`src/rtl/shift_add_mult.sv`:
```
// shift_add_mult: sequential unsigned WIDTH x WIDTH shift-and-add multiplier.
// It drives an external WIDTH-bit ripple-carry adder. Each RUN cycle performs
// one partial-product add through that adder, then shifts {cout,sum,Q} right
// by one bit. After WIDTH iterations, {acc,Q} holds the full product.
//
// Ports:
//   clk, reset               rising-edge clock, async active-high reset
//   start                    request a multiply (sampled in IDLE/DONE only)
//   multiplicand, multiplier operands, captured on an accepted start
//   busy                     high while iterating (state RUN)
//   done                     one-cycle pulse when product updates (state DONE)
//   product                  registered 2*WIDTH-bit result, held until next done
//   add_a, add_b, add_cin    to adder: accumulator, gated multiplicand, 0
//   add_sum, add_cout        from adder
module shift_add_mult #(
  parameter int WIDTH = 8
) (
  input  logic               clk,
  input  logic               reset,
  input  logic               start,
  input  logic [WIDTH-1:0]   multiplicand,
  input  logic [WIDTH-1:0]   multiplier,
  output logic               busy,
  output logic               done,
  output logic [2*WIDTH-1:0] product,
  output logic [WIDTH-1:0]   add_a,
  output logic [WIDTH-1:0]   add_b,
  output logic               add_cin,
  input  logic [WIDTH-1:0]   add_sum,
  input  logic               add_cout
);

  localparam int CW = $clog2(WIDTH) + 1;
  localparam logic [CW-1:0] LAST = CW'(WIDTH - 1);

  typedef enum logic [1:0] {
    S_IDLE = 2'd0,
    S_RUN  = 2'd1,
    S_DONE = 2'd2
  } state_t;

  state_t               state_q, state_d;
  logic [WIDTH-1:0]     m_q, m_d;
  logic [WIDTH-1:0]     acc_q, acc_d;
  logic [WIDTH-1:0]     q_q, q_d;
  logic [CW-1:0]        count_q, count_d;
  logic [2*WIDTH-1:0]   product_q, product_d;
  logic [2*WIDTH-1:0]   shifted;

  // Adder drive is purely combinational from registers in every state.
  assign add_a   = acc_q;
  assign add_b   = q_q[0] ? m_q : '0;
  assign add_cin = 1'b0;

  // The 2*WIDTH+1-bit {cout,sum,Q} shifted right by one; Q[0] is dropped,
  // cout lands in acc MSB so no carry is ever lost.
  assign shifted = {add_cout, add_sum, q_q[WIDTH-1:1]};

  assign busy    = (state_q == S_RUN);
  assign done    = (state_q == S_DONE);
  assign product = product_q;

  always_comb begin
    state_d   = state_q;
    m_d       = m_q;
    acc_d     = acc_q;
    q_d       = q_q;
    count_d   = count_q;
    product_d = product_q;
    case (state_q)
      S_IDLE, S_DONE: begin
        if (start) begin
          m_d     = multiplicand;
          q_d     = multiplier;
          acc_d   = '0;
          count_d = '0;
          state_d = S_RUN;
        end else begin
          state_d = S_IDLE;
        end
      end
      S_RUN: begin
        {acc_d, q_d} = shifted;
        count_d      = count_q + 1'b1;
        if (count_q == LAST) begin
          product_d = shifted;
          state_d   = S_DONE;
        end
      end
      default: state_d = S_IDLE;
    endcase
  end

  always_ff @(posedge clk or posedge reset) begin
    if (reset) begin
      state_q   <= S_IDLE;
      m_q       <= '0;
      acc_q     <= '0;
      q_q       <= '0;
      count_q   <= '0;
      product_q <= '0;
    end else begin
      state_q   <= state_d;
      m_q       <= m_d;
      acc_q     <= acc_d;
      q_q       <= q_d;
      count_q   <= count_d;
      product_q <= product_d;
    end
  end

endmodule

```
`config.mk`:
```
export PLATFORM = sky130hd
export DESIGN_NAME = shift_add_mult
export DESIGN_NICKNAME = d
export VERILOG_FILES = /design/src/rtl/shift_add_mult.sv
export SDC_FILE = /design/constraint.sdc
export NUM_CORES = 1
export LEC_CHECK = 0
export ABC_CLOCK_PERIOD_IN_PS = 2400
export CAP_MARGIN = 20
export CELL_PAD_IN_SITES_DETAIL_PLACEMENT = 1
export CELL_PAD_IN_SITES_GLOBAL_PLACEMENT = 2
export CORE_UTILIZATION = 29
export CTS_BUF_LIST = sky130_fd_sc_hd__clkbuf_16
export DETAILED_ROUTE_END_ITERATION = 16
export PLACE_DENSITY = 0.83
export SLEW_MARGIN = 5
export SYNTH_ARGS = -nofsm -noshare
export SYNTH_HDL_FRONTEND = slang
export SYNTH_SLANG_ARGS = --single-unit
```
`constraint.sdc`:
```
create_clock -name clk -period 2.4 [get_ports clk]
set_clock_uncertainty 0.1 [all_clocks]
set_input_delay 0.6 -clock clk [delete_from_list [all_inputs] [get_ports clk]]
set_output_delay 0.6 -clock clk [all_outputs]
set_load 0.02 [all_outputs]
```
==> impl_metrics.json, run 1 <==
{
  "gp_congestion": 0.665,
  "fmaxAchievable_ghz": 0.452,
  "final_nets": 242,
  "synth-xor-area-share_pct": 0,
  "initial_utilization_pct": 30.1,
  "finalCriticalPeriod_ps": 2210,
  "cts_sinks": 46,
  "ios": 63,
  "grt-ovfl-total": 0,
  "syn_to_final_growth_pct": 44.8,
  "finalMaxSlewViolations": 0,
  "cts-hold-fix-buffers": 0,
  "num_vias": 1343,
  "synthSimpleGateAreaFrac_pct": 11.1,
  "ys_seq_area_share_pct": 60.3,
  "crit_path_max_fanout": 9,
  "core_area_sq_um": 6350,
  "cts_buffers": 5,
  "wl_per_cell_um": 14.6,
  "cts_resized": 0,
  "yosys_register_bits": 46,
  "portBuffers": 61,
  "drt-total-wl_um": 4240,
  "ant_nets": 0,
  "end_kind": "output pin",
  "ir_worst_vdd_mv": 0.574,
  "first_global_vias": 1455,
  "placed_cells": 283,
  "first_pass_iters": 4,
  "clock_latency_ps": 280,
  "viasPerCell": 4.62,
  "leakagePower_nw": 1.26,
  "cellPowerDensity_nw_per_um2": 1430,
  "finalSetupTns_ps": 0,
  "die_x_um": 83.1,
  "cap_viol_max_count": 0,
  "rows": 29,
  "max_stage_delay_ps": 600,
  "critPathSlowestCell": "clkdlybuf4s50_1",
  "path_clk_slew_ps": 60,
  "worstPathArrival_ps": 1510,
  "status": "finished, final reports clean",
  "synth_compound_area_share_pct": 11.2,
  "hp-class": "register to register",
  "syn_area_sq_um": 1910,
  "synthAdderAreaFrac_pct": 0.655,
  "cts-htree-levels": 2,
  "syn_inst": 147,
  "die_h_um": 83.1,
  "synthesis.nets": 176,
  "die-area_sq_um": 6910,
  "grtUsageMet1_pct": 17.6,
  "holdWs_ps": 365,
  "place_hpwl_um": 2870,
  "avgSynthCellArea_sq_um": 13.0,
  "rsz0062_at_grt": "no",
  "worst-endpoint-required_ps": 1700,
  "grt_max_degree": 47,
  "path_class": "register to output pin",
  "remaining_drc_errors": 0,
  "drive_gt1_share_pct": 15.9,
  "met3_usage_pct": 3.78,
  "grt_pass1_wl_um": 7310,
  "hold_viol": 0,
  "synth_top_family_by_area": "multiplexers",
  "diodes": 0,
  "grtUsageTotal_pct": 13.3,
  "first_iter_violations": 46,
  "grt.busiest_layer": "met2",
  "synth_cell_types": 23,
  "synth-warning-count": 0,
  "antenna_found_initial": 0,
  "clock_path_buffers": 2,
  "cts_tree": "done",
  "synth.mux.area_fraction_pct": 13.4,
  "period_share_pct": 92.2,
  "gr-usage-met2_pct": 21.5,
  "cp_cell_sequence": "and2_1, clkdlybuf4s50_1",
  "fin_cells": 291,
  "post_cts.repair.setup_buffers": 0,
  "root_buffer": "clkbuf_16",
  "setup_viol_count_final": 0,
  "cp-start-kind": "register"
}
state kept, by name, indices dropped and copies added, names as in the netlist:
signal,count
m_q,8
product,16
add_a,8
state_q,2
count_q,4
q_q,8
metrics by stage:
| step | total power, mW | util [%] | instance area (sq um) | worst slack, ps |
|---|---|---|---|---|
| final | 3.95 | 43.5 | 2760 | 188 |
| after global routing | 4.22 | 43.5 | 2760 | 84.3 |
| after CTS | 4.02 | 43.5 | 2760 | 165 |
| after detailed placement | 3.35 | 41.4 | 2630 | 292 |
| after global placement | 3.29 | 41.4 | 2630 | 332 |
| after floorplan | 2.54 | - | 1910 | 612 |
routing by layer:
layer / wire [um] / vias up
met1: 1920 / 667
met2: 2050 / 40
li1: - / 632
met5: 0 / -
met3: 237 / 4
met4: 32 / 0
cell usage after synthesis:
cell type / instances / area (sq um)
dfrtp_1: 46 / 1150
nand2_1: 28 / 105
a22o_1: 17 / 149
mux2_2: 9 / 101
mux2_4: 9 / 135
a21o_1: 8 / 60.1
and2_1: 8 / 50.1
buf_1: 2 / 7.51
buf_2: 2 / 10.0
buf_6: 2 / 22.5
clkbuf_1: 2 / 7.51
mux2i_1: 2 / 20.0
nor2b_1: 2 / 12.5
and2b_1: 1 / 7.51
buf_4: 1 / 7.51
conb_1: 1 / 3.75
ha_1: 1 / 12.5
inv_1: 1 / 3.75
nand2b_1: 1 / 6.26
nand4_1: 1 / 6.26
nor2_2: 1 / 6.26
nor3b_4: 1 / 18.8
o21ai_0: 1 / 5.00
report_power, final:
part	internal, mW	leakage (nW)	switching, mW
combinational	1.03	0.638	0.853
sequential	1.17	0.553	0.258
clock	0.376	0.0724	0.271
final cells by class:
cell class	count	area, sq um
Multi-Input combinational cell	91	699
Clock inverter	3	12.5
Tap cell	77	96.3
Sequential cell	46	1150
Clock buffer	5	125
Inverter	1	3.75
Timing Repair Buffer	68	676
Fill cell	674	3590
critical path: cells and delay by family (launching register included):
family / cells / cell delay [ps]
simple gates: 1 / 170
flops: 1 / 470
buf+inv: 1 / 600
worst paths after layout:
check / from / endpoint / slack [ps] / depth (start not counted)
setup / recovery: q_q[0] / add_b[1] / 190 / 2
setup reg to reg: state_q[1] / product[9] / 440 / 5
hold reg to reg: m_q[0] / m_q[0] / 370 / 2
min in group asynchronous: reset / q_q[3] / 570 / 3
hold / removal: m_q[0] / m_q[0] / 370 / 2
max in group asynchronous: reset / product[4] / 1400 / 3
cell usage in the layout, fill, tap and decap left out:
cell type	Yosys	layout
clkdlybuf4s50_1	0	61
dfrtp_1	46	46
nand2_1	28	28
a22o_1	17	17
mux2_4	9	9
mux2_2	9	9
and2_1	8	8
a21o_1	8	8
buf_4	1	6
clkbuf_16	0	5
nor2b_1	2	2
mux2i_1	2	2
and2b_1	1	1
nor2_2	1	1
nand2b_1	1	1
nor3b_4	1	1
inv_2	0	1
o21ai_0	1	1
nand4_1	1	1
ha_1	1	1
conb_1	1	1
clkinv_2	0	1
inv_1	1	1
clkinv_1	0	1
buf_12	0	1
cell families after synthesis:
logic type	Yosys count
flops	46
other cells	1
buf+inv	10
mux	20
compound gates	26
fa+ha+maj	1
simple gates	43
(Power assumes the default switching activity.)
==> run 2, diff against run 1 <==
--- a/config.mk
+++ b/config.mk
@@ -11,6 +11,7 @@
 export CELL_PAD_IN_SITES_GLOBAL_PLACEMENT = 2
 export CORE_UTILIZATION = 29
 export CTS_BUF_LIST = sky130_fd_sc_hd__clkbuf_16
+export CTS_CLUSTER_DIAMETER = 150
 export DETAILED_ROUTE_END_ITERATION = 16
 export PLACE_DENSITY = 0.83
 export SLEW_MARGIN = 5
==> results of run 2 <==
The final DEF is identical to that of run 1; final timing and power are the same.
